--- config.mk ---
export PLATFORM = sky130hd
export DESIGN_NAME = imuldiv_mul_requester
export DESIGN_NICKNAME = d
export VERILOG_FILES = /design/src/rtl/imuldiv_pkg.sv /design/src/rtl/imuldiv_queue.sv /design/src/rtl/imuldiv_mul_requester.sv
export SDC_FILE = /design/constraint.sdc
export NUM_CORES = 1
export LEC_CHECK = 0
export ABC_AREA = 1
export CAP_MARGIN = 20
export CELL_PAD_IN_SITES_DETAIL_PLACEMENT = 1
export CELL_PAD_IN_SITES_GLOBAL_PLACEMENT = 2
export CORE_MARGIN = 3
export CORE_UTILIZATION = 34
export DETAILED_ROUTE_END_ITERATION = 16
export GPL_TIMING_DRIVEN = 0
export PLACE_DENSITY = 0.75
export SKIP_LAST_GASP = 1
export SYNTH_ARGS = -nofsm -noshare
export SYNTH_HDL_FRONTEND = slang
export SYNTH_SLANG_ARGS = --single-unit
export TNS_END_PERCENT = 100
--- constraint.sdc ---
create_clock -name clk -period 5.15 [get_ports clk]
set_clock_uncertainty 0.2 [all_clocks]
set_input_delay 1.03 -clock clk [delete_from_list [all_inputs] [get_ports clk]]
set_output_delay 1.03 -clock clk [all_outputs]
set_load 0.02 [all_outputs]
--- src/rtl/imuldiv_pkg.sv ---
// -----------------------------------------------------------------------------
// imuldiv_pkg
//   Shared widths and message types for the iterative multiplier/divider
//   requester side.
//   - OPND_W     : operand width (32)
//   - RESULT_W   : product width (64)
//   - CMD_MSG_W  : width of one buffered command {a, b} (64)
//   - TAG_W_DEF  : default result tag width (4)
// -----------------------------------------------------------------------------
package imuldiv_pkg;

   localparam int unsigned OPND_W    = 32;
   localparam int unsigned RESULT_W  = 64;
   localparam int unsigned CMD_MSG_W = 2 * OPND_W;
   localparam int unsigned TAG_W_DEF = 4;

   typedef logic [OPND_W-1:0]   opnd_t;
   typedef logic [RESULT_W-1:0] result_t;

   // One buffered multiply command; 'a' occupies the upper half.
   typedef struct packed {
      opnd_t a;
      opnd_t b;
   } cmd_msg_t;

endpackage : imuldiv_pkg

--- src/rtl/imuldiv_queue.sv ---
// -----------------------------------------------------------------------------
// imuldiv_queue
//   Generic synchronous FIFO with registered storage. No enqueue bypass when
//   full and no flow-through when empty: data written on one edge is visible
//   on deq_data only after that edge. DEPTH need not be a power of two.
//
//   Ports
//     clk       in   clock, all state on rising edge
//     reset     in   asynchronous, active-low
//     enq_val   in   write request (ignored while full)
//     enq_data  in   WIDTH write data
//     full      out  no free entry
//     deq_en    in   pop request (ignored while empty)
//     deq_data  out  WIDTH head entry (stable until popped)
//     empty     out  no valid entry
// -----------------------------------------------------------------------------
module imuldiv_queue #(
   parameter int unsigned WIDTH = 64,
   parameter int unsigned DEPTH = 4
) (
   input  logic             clk,
   input  logic             reset,
   input  logic             enq_val,
   input  logic [WIDTH-1:0] enq_data,
   output logic             full,
   input  logic             deq_en,
   output logic [WIDTH-1:0] deq_data,
   output logic             empty
);

   localparam int unsigned PTR_W = (DEPTH > 1) ? $clog2(DEPTH) : 1;
   localparam int unsigned CNT_W = $clog2(DEPTH + 1);

   logic [WIDTH-1:0] mem_q [DEPTH];
   logic [PTR_W-1:0] wr_ptr_q, wr_ptr_d;
   logic [PTR_W-1:0] rd_ptr_q, rd_ptr_d;
   logic [CNT_W-1:0] count_q,  count_d;

   logic enq_fire;
   logic deq_fire;

   // Explicit wrap so non-power-of-two depths work.
   function automatic logic [PTR_W-1:0] ptr_inc(input logic [PTR_W-1:0] p);
      return (p == PTR_W'(DEPTH - 1)) ? '0 : p + PTR_W'(1);
   endfunction

   assign full     = (count_q == CNT_W'(DEPTH));
   assign empty    = (count_q == '0);
   assign enq_fire = enq_val && !full;
   assign deq_fire = deq_en && !empty;
   assign deq_data = mem_q[rd_ptr_q];

   // NOTE: every variable gets its hold value first, so no path leaves it
   // unassigned and no latch is inferred.
   always_comb begin
      wr_ptr_d = wr_ptr_q;
      rd_ptr_d = rd_ptr_q;
      count_d  = count_q;
      if (enq_fire) wr_ptr_d = ptr_inc(wr_ptr_q);
      if (deq_fire) rd_ptr_d = ptr_inc(rd_ptr_q);
      case ({enq_fire, deq_fire})
         2'b10:   count_d = count_q + CNT_W'(1);
         2'b01:   count_d = count_q - CNT_W'(1);
         default: count_d = count_q;
      endcase
   end

   // NOTE: non-blocking assignments for all flops so every register samples
   // the pre-edge value of its inputs regardless of block ordering.
   always_ff @(posedge clk or negedge reset) begin
      if (!reset) begin
         wr_ptr_q <= '0;
         rd_ptr_q <= '0;
         count_q  <= '0;
      end else begin
         wr_ptr_q <= wr_ptr_d;
         rd_ptr_q <= rd_ptr_d;
         count_q  <= count_d;
      end
   end

   // NOTE: storage is deliberately not reset; validity is carried entirely by
   // the pointers and count, so stale contents are never observed.
   always_ff @(posedge clk) begin
      if (enq_fire) mem_q[wr_ptr_q] <= enq_data;
   end

endmodule : imuldiv_queue

--- src/rtl/imuldiv_mul_requester.sv ---
// -----------------------------------------------------------------------------
// imuldiv_mul_requester
//   Initiator-side front end for the iterative multiplier. Operand pairs from
//   the pipeline are buffered in a command FIFO and issued on mulreq while
//   fewer than MAX_OUT requests are outstanding. Each issue pushes a sequential
//   tag into a tag FIFO; responses (which arrive in order) pick up the head
//   tag and land in a one-entry registered result stage. A watchdog flags a
//   multiplier that stops answering.
//
//   Ports
//     clk                 in   clock
//     reset               in   asynchronous, active-low
//     cmd_msg_a/_b        in   32-bit operands
//     cmd_val / cmd_rdy   in/out  command handshake (cmd_rdy = FIFO not full)
//     mulreq_msg_a/_b     out  operands of FIFO head
//     mulreq_val/_rdy     out/in  request handshake to multiplier
//     mulresp_msg_result  in   64-bit product
//     mulresp_val/_rdy    in/out  response handshake from multiplier
//     res_msg_result      out  registered product
//     res_tag             out  TAG_W tag of that product
//     res_val / res_rdy   out/in  result handshake to consumer
//     timeout_err         out  sticky watchdog flag
// -----------------------------------------------------------------------------
module imuldiv_mul_requester
   import imuldiv_pkg::*;
#(
   parameter int unsigned CMD_DEPTH = 4,
   parameter int unsigned MAX_OUT   = 2,
   parameter int unsigned TIMEOUT   = 64,
   parameter int unsigned TAG_W     = TAG_W_DEF
) (
   input  logic                clk,
   input  logic                reset,
   // command side
   input  logic [OPND_W-1:0]   cmd_msg_a,
   input  logic [OPND_W-1:0]   cmd_msg_b,
   input  logic                cmd_val,
   output logic                cmd_rdy,
   // multiplier request
   output logic [OPND_W-1:0]   mulreq_msg_a,
   output logic [OPND_W-1:0]   mulreq_msg_b,
   output logic                mulreq_val,
   input  logic                mulreq_rdy,
   // multiplier response
   input  logic [RESULT_W-1:0] mulresp_msg_result,
   input  logic                mulresp_val,
   output logic                mulresp_rdy,
   // tagged result
   output logic [RESULT_W-1:0] res_msg_result,
   output logic [TAG_W-1:0]    res_tag,
   output logic                res_val,
   input  logic                res_rdy,
   // watchdog
   output logic                timeout_err
);

   localparam int unsigned OUT_W = $clog2(MAX_OUT + 1);
   localparam int unsigned WD_W  = $clog2(TIMEOUT + 1);
   localparam logic [WD_W-1:0]  WD_LAST  = WD_W'(TIMEOUT - 1);
   localparam logic [OUT_W-1:0] OUT_MAX  = OUT_W'(MAX_OUT);

   // ---------------------------------------------------------------------
   // State
   // ---------------------------------------------------------------------
   logic [TAG_W-1:0]    issue_tag_q,   issue_tag_d;
   logic [OUT_W-1:0]    outstanding_q, outstanding_d;
   logic [WD_W-1:0]     wd_cnt_q,      wd_cnt_d;
   logic                timeout_q,     timeout_d;
   logic                res_val_q,     res_val_d;
   logic [RESULT_W-1:0] res_result_q,  res_result_d;
   logic [TAG_W-1:0]    res_tag_q,     res_tag_d;

   // ---------------------------------------------------------------------
   // FIFOs
   // ---------------------------------------------------------------------
   cmd_msg_t         cmd_in;
   cmd_msg_t         cmd_head;
   logic             cmd_full;
   logic             cmd_empty;

   logic [TAG_W-1:0] tag_head;
   logic             tag_full;
   logic             tag_empty;

   logic             req_fire;
   logic             resp_fire;
   logic             res_fire;

   assign cmd_in.a = cmd_msg_a;
   assign cmd_in.b = cmd_msg_b;

   // The command is written on cmd fire; the queue itself refuses writes
   // while full, which is exactly cmd_rdy.
   imuldiv_queue #(
      .WIDTH (CMD_MSG_W),
      .DEPTH (CMD_DEPTH)
   ) u_cmd_queue (
      .clk      (clk),
      .reset    (reset),
      .enq_val  (cmd_val),
      .enq_data (cmd_in),
      .full     (cmd_full),
      .deq_en   (req_fire),
      .deq_data (cmd_head),
      .empty    (cmd_empty)
   );

   // Tags of issued requests, in issue order; the multiplier answers in order,
   // so the head always belongs to the next response.
   imuldiv_queue #(
      .WIDTH (TAG_W),
      .DEPTH (MAX_OUT)
   ) u_tag_queue (
      .clk      (clk),
      .reset    (reset),
      .enq_val  (req_fire),
      .enq_data (issue_tag_q),
      .full     (tag_full),
      .deq_en   (resp_fire),
      .deq_data (tag_head),
      .empty    (tag_empty)
   );

   // ---------------------------------------------------------------------
   // Handshakes
   // ---------------------------------------------------------------------
   // The tag FIFO occupancy tracks outstanding exactly; qualifying with its
   // status as well guarantees it can never over- or under-flow.
   assign cmd_rdy      = !cmd_full;
   assign mulreq_val   = !cmd_empty && (outstanding_q < OUT_MAX) && !tag_full;
   assign mulreq_msg_a = cmd_head.a;
   assign mulreq_msg_b = cmd_head.b;
   assign mulresp_rdy  = (outstanding_q != '0) && !tag_empty
                         && (!res_val_q || res_rdy);

   assign req_fire  = mulreq_val && mulreq_rdy;
   assign resp_fire = mulresp_val && mulresp_rdy;
   assign res_fire  = res_val_q && res_rdy;

   // ---------------------------------------------------------------------
   // Next-state logic
   // ---------------------------------------------------------------------
   always_comb begin
      issue_tag_d   = issue_tag_q;
      outstanding_d = outstanding_q;
      wd_cnt_d      = wd_cnt_q;
      timeout_d     = timeout_q;
      res_val_d     = res_val_q;
      res_result_d  = res_result_q;
      res_tag_d     = res_tag_q;

      // Tag counter wraps naturally at 2^TAG_W.
      if (req_fire) issue_tag_d = issue_tag_q + TAG_W'(1);

      // Simultaneous issue and response cancel out.
      case ({req_fire, resp_fire})
         2'b10:   outstanding_d = outstanding_q + OUT_W'(1);
         2'b01:   outstanding_d = outstanding_q - OUT_W'(1);
         default: outstanding_d = outstanding_q;
      endcase

      // Result stage: a new response overrides the clear from res fire,
      // giving one result per cycle while the consumer keeps up.
      if (resp_fire) begin
         res_val_d    = 1'b1;
         res_result_d = mulresp_msg_result;
         res_tag_d    = tag_head;
      end else if (res_fire) begin
         res_val_d    = 1'b0;
      end

      // Watchdog only runs while something is outstanding and silent.
      if (resp_fire || (outstanding_q == '0)) begin
         wd_cnt_d = '0;
      end else if (wd_cnt_q != WD_LAST) begin
         wd_cnt_d = wd_cnt_q + WD_W'(1);
      end

      if (wd_cnt_q == WD_LAST) timeout_d = 1'b1;
   end

   always_ff @(posedge clk or negedge reset) begin
      if (!reset) begin
         issue_tag_q   <= '0;
         outstanding_q <= '0;
         wd_cnt_q      <= '0;
         timeout_q     <= 1'b0;
         res_val_q     <= 1'b0;
         res_result_q  <= '0;
         res_tag_q     <= '0;
      end else begin
         issue_tag_q   <= issue_tag_d;
         outstanding_q <= outstanding_d;
         wd_cnt_q      <= wd_cnt_d;
         timeout_q     <= timeout_d;
         res_val_q     <= res_val_d;
         res_result_q  <= res_result_d;
         res_tag_q     <= res_tag_d;
      end
   end

   assign res_val        = res_val_q;
   assign res_msg_result = res_result_q;
   assign res_tag        = res_tag_q;
   assign timeout_err    = timeout_q;

endmodule : imuldiv_mul_requester
Word-level counts from Yosys, hierarchy flattened
Memories as Yosys holds them, arrays and structs flattened. A register that Yosys moved wholly into a read port is not among the register bits.
Cells that the tools add are included.
{"block": "classes", "n_reduce_logical": 28, "add_sub_neg": 12, "eq_ne": 12, "mux": 15, "order_cmp": 1}
{"operator": "two-way mux 7 bit", "n": 2}
{"operator": "equality test 2 bit, second input constant", "n": 6}
{"operator": "nonzero test 2 bit", "n": 6}
{"operator": "logical AND 1 bit", "n": 11}
{"operator": "adder 2 x 1 -> 2 bit, second input constant", "n": 4}
{"operator": "two-way mux 1 bit", "n": 8}
{"operator": "one-hot mux 2 bit (2 select lines)", "n": 2}
{"operator": "adder 7 x 1 -> 7 bit, second input constant", "n": 1}
{"operator": "equality test 7 x 6 -> 1 bit, second input constant", "n": 1}
{"operator": "!= test 7 x 6 -> 1 bit, second input constant", "n": 1}
{"operator": "equality test 2 x 1 -> 1 bit, second input constant", "n": 3}
{"operator": "zero test 1 bit", "n": 6}
{"operator": "one-hot mux 3 bit (2 select lines)", "n": 1}
{"operator": "adder 4 x 1 -> 4 bit, second input constant", "n": 1}
{"operator": "zero test 2 bit", "n": 2}
{"operator": "two-way mux 2 bit", "n": 2}
{"operator": "subtractor 2 x 1 -> 2 bit, second input constant", "n": 2}
{"operator": "adder 3 x 1 -> 3 bit, second input constant", "n": 1}
{"operator": "equality test 3 bit, second input constant", "n": 1}
{"operator": "zero test 3 bit", "n": 1}
{"operator": "subtractor 3 x 1 -> 3 bit, second input constant", "n": 1}
{"operator": "adder 1 bit, second input constant", "n": 2}
{"operator": "logical OR 1 bit", "n": 2}
{"operator": "< comparator 2 bit, second input constant", "n": 1}
{"block": "totals", "input_bits": 134, "ram_bits": 264, "wordCells": 82, "n_memories": 2, "output_inout_bits": 137, "reg_bits": 90}
{"name": "u_cmd_queue.mem_q", "words": 4, "width": 64, "rd": 1, "rd_clocked_by_memory_dff": 0, "write_ports": 1, "line_no": "imuldiv_queue.sv:34", "source": "logic [WIDTH-1:0] mem_q [DEPTH];"}
{"name": "u_tag_queue.mem_q", "words": 2, "width": 4, "rd": 1, "rd_clocked_by_memory_dff": 1, "write_ports": 1, "line_no": "imuldiv_queue.sv:34"}

Depth between registers and ports, before layout
Gate-level depths: netlist of run 1.
{"block": "depth", "ltp_word": 8, "ltp_mapped": 10, "ltp_nobuf": 10}

By module
From an unflattened synthesis of run 1, not the netlist that was laid out.
{"block": "unflattened", "cells_unflattened": 1239, "hier_area_um2": 14585.2}
{"module": "imuldiv_queue (u_cmd_queue)", "cells_per_inst": 807, "area_per_inst_um2": 10747.8, "seq_area_each_um2": 7862.5, "n_inst": 1}
{"module": "imuldiv_mul_requester", "cells_per_inst": 379, "area_per_inst_um2": 3310.7, "seq_area_each_um2": 2077.0, "n_inst": 1}
{"module": "imuldiv_queue (u_tag_queue)", "cells_per_inst": 53, "area_per_inst_um2": 526.8, "seq_area_each_um2": 340.3, "n_inst": 1}

Worst setup path after synthesis of run 1
No wires, ideal clock.
{"block": "synth_timing", "path_type": "in2reg", "from": "input port cmd_val", "to": "memory u_cmd_queue.mem_q[0][0] (enable)", "cell_stages": 2, "setup_ns": 0.487, "arrival_time_ns": 3.893, "n_path_buf": 0, "required_time_ns": 4.463, "path_slack_ns": 0.570, "cell_sequence": "nand2_1 nor2_1"}
{"block": "synth_via", "elab_chain_cells": 3}
{"element": "start, declared", "line_no": "imuldiv_mul_requester.sv:37", "source": "input logic cmd_val,"}
{"element": "logical AND 1 bit", "line_no": "imuldiv_queue.sv:49", "source": "assign enq_fire = enq_val && !full;"}
{"element": "two-way mux 1 bit", "line_no": "imuldiv_queue.sv:85", "source": "if (enq_fire) mem_q[wr_ptr_q] <= enq_data;"}
{"element": "two-way mux 1 bit (not written as such)", "line_no": "imuldiv_queue.sv:85"}
{"element": "end, declared", "line_no": "imuldiv_queue.sv:34"}
Every way passes these cells.

Worst setup path after layout of run 1
{"block": "layout_timing", "from": "register u_cmd_queue.rd_ptr_q[0]", "to": "output port mulreq_msg_a[26]"}
{"block": "layout_via", "elab_chain_cells": 1}
{"element": "start, declared", "line_no": "imuldiv_queue.sv:36", "source": "logic [PTR_W-1:0] rd_ptr_q, rd_ptr_d;"}
{"element": "start signal, assigned", "line_no": "imuldiv_queue.sv:77", "source": "rd_ptr_q <= rd_ptr_d;"}
{"element": "memory (4 x 64 bit)"}
{"element": "end, declared", "line_no": "imuldiv_mul_requester.sv:40", "source": "output logic [OPND_W-1:0] mulreq_msg_a,"}
Every way passes these cells.

==> results of run 1 <==
## logic make-up after synthesis
logic type	Yosys count	share of synthesized area
buffers and inverters	90	0.03013
xor gates and xnor gates	9	0.005770
and+or+nand+nor	407	0.1154
adders and majority gates	11	0.01062
AOI/OAI and AO/OA	218	0.08571
DFF	358	0.7524
## report_power, final
group,internal (mW),leakage [nW],total (mW),switching (mW)
sequential,3.10,3.69,3.10,0
clock,1.80,0.664,2.96,1.16
combinational,0.0906,2.84,0.143,0.0529
total,4.99,7.19,6.20,1.21
## per-stage QoR
| step | instance area (um^2) | setup TNS (ns) | std cells | setup WS [ns] |
|---|---|---|---|---|
| 3_5_place_dp | 17360 | 0 | 1894 | 1.295 |
| 3_3_place_gp | 17010 | -707.42 | 1881 | -2.498 |
| 5_1_grt | 18730 | 0 | 1967 | 0.6585 |
| 2_1_floorplan | 13660 | 0 | 1093 | 0.5702 |
| 4_1_cts | 18730 | 0 | 1967 | 0.6837 |
| 6_report | 18740 | 0 | 1969 | 0.8432 |
## sequential cells by signal, indices dropped and copies added (netlist names), 3 cells and up
| name | cells |
|---|---|
| u_tag_queue.mem_q | 8 |
| issue_tag_q | 4 |
| res_msg_result | 64 |
| u_cmd_queue.count_q | 3 |
| u_cmd_queue.mem_q | 256 |
| wd_cnt_q | 7 |
| res_tag | 4 |
## final timing paths
path | endpoint | from | slack, ns
max in group asynchronous | res_msg_result[22]$_DFFE_PN0P_ | reset | 3.79
worst max-delay path | mulreq_msg_a[26] | u_cmd_queue.rd_ptr_q[0]$_DFFE_PN0P_ | 0.84
worst max register to register | u_cmd_queue.count_q[2]$_DFFE_PN0P_ | u_tag_queue.count_q[0]$_DFFE_PN0P_ | 2.53
worst min-delay path | timeout_err$_DFFE_PN0N_ | timeout_err$_DFFE_PN0N_ | 0.26
min in group asynchronous | res_msg_result[9]$_DFFE_PN0P_ | reset | 0.27
worst min register to register | timeout_err$_DFFE_PN0N_ | timeout_err$_DFFE_PN0N_ | 0.26
## cell type report
| class | instances | area, um^2 |
|---|---|---|
| inverter | 33 | 123.9 |
| fill | 4064 | 20450 |
| buffer | 57 | 287.8 |
| multi-input combinational | 645 | 3002 |
| tap | 518 | 648.1 |
| antenna | 2 | 5.005 |
| clock inverter | 22 | 289.0 |
| timing repair buffer | 283 | 3020 |
| sequential | 358 | 10280 |
| clock buffer | 51 | 1084 |
## synth_stat cells (all sizes together), types with 7 or more instances
library cell and number:
a21oi 10, buf 33, clkbuf 24, dfrtp 94
edfxtp 264, ha 10, inv 33, nand2 242
nand3 10, nor2 143, o21ai 144, o22ai 64
or2 7, xnor2 7
## per-layer routing
layer,track usage,wire [um]
met3,0.06158,3534
met2,0.3111,18900
met1,0.2215,16040
met5,0,62
met4,0.04655,639
==> impl_metrics.py, run 1 <==
metrics = {
    "outcome": {
        "outcome": "finished clean",
    },
    "worst_hold_path": {
        "hold_path_depth": 1,
        "hold_class": "flip-flop to flip-flop",
    },
    "sta": {
        "hold_ws_ns": 0.2630,
        "min_period_ns": 4.307,
        "rsz0062_at_grt": "no",
        "slew_headroom": 0.4955,
        "period_share": 0.8363,
        "tightest_slew_ns": 0.7488,
        "setup_viol": 0,
        "hold_violations": 0,
        "fmax_mhz": 232.2,
        "report.final.slew_viol_count": 0,
    },
    "layout": {
        "final_common_cell": "clkdlybuf4s50_1",
        "final_cell_mix": "269 x clkdlybuf4s50_1, 264 x edfxtp_1, 242 x nand2_1, 144 x o21ai_0, 138 x nor2_1",
        "finalNetCount": 1564,
        "synthToLayoutAreaGrowth_pct": 37.15,
        "drive_above_1_share": 0.08420,
        "utilization": 0.4782,
    },
    "clock_tree": {
        "cts_buffer_depth": 3,
        "cts_buffers": 41,
        "htree_levels": 2,
        "root_buffer": "clkbuf_16",
        "cts_tree": "built",
        "clkSinkCount": 358,
        "clk_pin_slew_ns": 0.06,
        "ctsHoldBuffers": 0,
        "post-cts-setup-buffers": 0,
        "cts_resized": 0,
        "clock_latency_ns": 0.54,
    },
    "setup_path": {
        "critical_path.top_delay_family": "buffers and inverters",
        "cp.depth": 5,
        "cp.required_ns": 3.92,
        "crit_chain": "buf_2 -> clkbuf_1 -> o21ai_0 -> o22ai_1 -> clkdlybuf4s50_1",
        "cp_num_buf_inv": 3,
        "r2r_cells": 10,
        "critPathSlowestCell": "clkdlybuf4s50_1",
        "cp_max_fo": 10,
        "cp-start-kind": "flip-flop",
        "critical_path_class": "flip-flop to output port",
        "critPathArrivalTime_ns": 3.08,
        "max_stage_delay_ns": 0.66,
        "crit_path_end_kind": "output port",
    },
    "drt": {
        "drc_errors": 0,
        "wl_per_cell_um": 19.90,
        "avgViaCountPerCell": 4.825,
        "dr.pass1.iters": 4,
        "initialDrtViolationCount": 435,
        "antenna_left": 0,
        "routed-via-count": 9500,
        "postRouteWirelength_um": 39170,
    },
    "grt": {
        "overflow": 0,
        "grt_max_degree": 58,
        "grt_pass1_wl_um": 59330,
        "grt_antenna_before_repair": 5,
        "grt_pass1_vias": 10280,
        "grt_usage": 0.1819,
    },
    "placement": {
        "dpl.hpwl_um": 27130,
        "place_congestion": 0.7325,
        "numPortBuffers": 270,
    },
    "floorplanning": {
        "core_mm2": 0.03919,
        "die_h_um": 206.5,
        "io-pin-count": 271,
        "die_x_um": 206.5,
        "die_area_mm2": 0.04263,
        "rows": 72,
        "start_util": 0.3487,
    },
    "logic_synthesis": {
        "syn_area_mm2": 0.01366,
        "ys_seq_area_frac": 0.7524,
        "yosysTopAreaCell": "edfxtp_1",
        "yosysUniqueCellTypes": 25,
        "ys.flop_type": "edfxtp_1",
        "yosys.area.top_type_share": 0.5802,
        "avgSynthCellArea_um2": 12.50,
        "synth-seq-cells": 358,
        "synth-edff-count": 264,
        "synthCells": 1093,
        "ys_warn_count": 0,
        "synthArstFlopShare": 0.2626,
        "syn-num-nets": 1238,
        "synth_area_leaders": "edfxtp_1 58%, dfrtp_1 17%, nand2_1 6.6%",
    },
    "pwr": {
        "ir_drop_v": 0.0002939,
        "p_leak_nw": 7.195,
        "finalPower_mw": 6.201,
        "p_per_area_mw_per_mm2": 330.9,
    },
    "flow_run": {
        "cap_viol_max_count": 0,
    },
}
Power figures use the tool's default switching activity.
==> run 2: changes to the inputs <==
- clock period: 5.15 -> 4 ns (I/O delays scaled with it)
==> run 2 against run 1 <==
Effect of this change:
- register-to-register slack got worse by 1.2 ns
- sequential power is 29% higher
- largest cell class unchanged
- highest routed layer unchanged
- die area is the same
- critical endpoint is now mulreq_msg_a[10]
- worst hold slack worse by 0.23 ns
- cell count is the same
==> impl_metrics.py, run 2 (synthesis results as in run 1) <==
metrics = {
    "drt": {
        "wl_per_cell_um": 19.92,
        "wl_met2_um": 18980,
        "routed-via-count": 9550,
        "drc_errors": 0,
        "initialDrtViolationCount": 405,
        "postRouteWirelength_um": 39210,
        "antenna_left": 0,
        "dr.pass1.iters": 5,
        "top_layer_used": "met5",
        "avgViaCountPerCell": 4.850,
        "wl_met3_um": 3581,
        "drt-met1-wl_um": 15950,
    },
    "sta": {
        "setup-tns-final_ns": 0,
        "tightest_slew_ns": 0.7480,
        "fmax_mhz": 257.7,
        "slew_headroom": 0.4960,
        "hold_ws_ns": 0.03549,
        "rsz0062_at_grt": "yes",
        "setup_viol": 0,
        "hold_violations": 0,
        "report.final.slew_viol_count": 0,
        "period_share": 0.9702,
        "min_period_ns": 3.881,
    },
    "layout": {
        "final_common_cell": "edfxtp_1",
        "top_register": "u_cmd_queue.mem_q",
        "synthToLayoutAreaGrowth_pct": 37.56,
        "drive_above_1_share": 0.08558,
        "largest_reg_flops": 256,
        "final_cell_mix": "264 x edfxtp_1, 254 x clkdlybuf4s50_1, 242 x nand2_1, 144 x o21ai_0, 138 x nor2_1",
        "finalNetCount": 1564,
    },
    "setup_path": {
        "crit_path_end_kind": "output port",
        "critPathArrivalTime_ns": 2.88,
        "cp.required_ns": 3.00,
        "critical_path_class": "flip-flop to output port",
        "r2r_slack_ns": 1.38,
        "cp_max_fo": 10,
        "cp-start-kind": "flip-flop",
    },
    "placement": {
        "dpl.hpwl_um": 27130,
        "place_congestion": 0.7325,
        "numPortBuffers": 270,
    },
    "clock_tree": {
        "cts_buffer_depth": 3,
        "clock_latency_ns": 0.54,
        "cts_tree": "built",
        "root_buffer": "clkbuf_16",
        "htree_levels": 2,
        "clk_pin_slew_ns": 0.06,
        "cts_buffers": 41,
        "clkSinkCount": 358,
    },
    "pwr": {
        "switching_share": 0.1950,
        "p_clk_frac": 0.477,
        "pwr-share-seq": 0.500,
        "p_leak_nw": 7.343,
        "p_per_area_mw_per_mm2": 424.7,
        "power.switching_mw": 1.556,
        "combinationalPowerShare": 0.023,
        "p_int_mw": 6.426,
        "ir_drop_v": 0.0003772,
    },
    "floorplanning": {
        "die_x_um": 206.5,
        "die_h_um": 206.5,
        "die_area_mm2": 0.04263,
        "core_mm2": 0.03919,
        "io-pin-count": 271,
        "rows": 72,
        "start_util": 0.3487,
    },
    "grt": {
        "overflow": 0,
        "grt_pass1_wl_um": 59340,
        "grt_usage": 0.1820,
        "grt_antenna_before_repair": 5,
        "grt_pass1_vias": 10280,
        "grt_max_degree": 58,
    },
    "worst_hold_path": {
        "hold_class": "input pin to asynchronous set/reset pin",
    },
    "flow_run": {
        "cap_viol_max_count": 0,
    },
    "outcome": {
        "outcome": "finished clean",
    },
}
run 2: power groups by stage:
stage               registers, mW  clock network (mW)  logic (mW)
floorplan                    4.07                   0    0.000368
global placement             4.07                   0       0.180
detailed placement           4.07                   0       0.187
CTS                          3.99                3.92       0.188
global route                 3.99                4.09       0.199
finish                       3.99                3.80       0.185
run 2: worst max-delay path, cell delays in order, from the launching register on:
cell,delay [ns]
dfrtp_2,0.49
buf_4,0.23
inv_2,0.06
buf_2,0.27
buf_2,0.31
nor2_1,0.07
o22ai_1,0.26
clkdlybuf4s50_1,0.66
run 2: layout make-up:
type                       instances  area (um^2)
antenna                            2        5.005
buffer                            57        304.0
clock buffer                      51         1084
clock inverter                    22        289.0
fill                            4060        20390
inverter                          33        123.9
multi-input combinational        645         3002
sequential                       358        10280
tap                              518        648.1
timing repair buffer             283         3058
run 2: worst paths after layout:
| path | startpoint | to | cells after the start |
|---|---|---|---|
| setup / recovery | u_cmd_queue.rd_ptr_q[0]$_DFFE_PN0P_ | mulreq_msg_a[10] | 7 |
| hold / removal | reset | res_msg_result[9]$_DFFE_PN0P_ | 1 |
| setup reg to reg | u_tag_queue.count_q[0]$_DFFE_PN0P_ | u_cmd_queue.count_q[2]$_DFFE_PN0P_ | 10 |
| hold reg to reg | timeout_err$_DFFE_PN0N_ | timeout_err$_DFFE_PN0N_ | 1 |
| max in group asynchronous | reset | res_msg_result[22]$_DFFE_PN0P_ | 2 |
| min in group clk | timeout_err$_DFFE_PN0N_ | timeout_err$_DFFE_PN0N_ | 1 |
run 2: metrics by stage:
stage | area, um^2 | instances | total power [mW] | util | setup WS [ns]
final | 18790 | 1969 | 7.982 | 0.4796 | 0.1192
after global routing | 18790 | 1967 | 8.279 | 0.4795 | -0.05119
after CTS | 18750 | 1967 | 8.102 | 0.4784 | 0.005300
after detailed placement | 17360 | 1894 | 4.254 | 0.4430 | 0.3753
after global placement | 17010 | 1881 | 4.247 | 0.4342 | -3.418
after floorplan | 13660 | 1093 | 4.069 | - | -0.3498
run 2: repair_timing:
| item | CTS | global route |
|---|---|---|
| setup buffers | 0 | 0 |
| gates resized for setup | 6 | 17 |
| endpoints found under the hold margin | 0 | 0 |
| hold buffers | 0 | 0 |
| endpoints found under the setup margin | 64 | 24 |
run 2: per-layer routing:
metal	up-vias	track usage
met4	10	0.04679
met3	53	0.06190
li1	4481	-
met2	291	0.3114
met1	4715	0.2213
met5	-	0
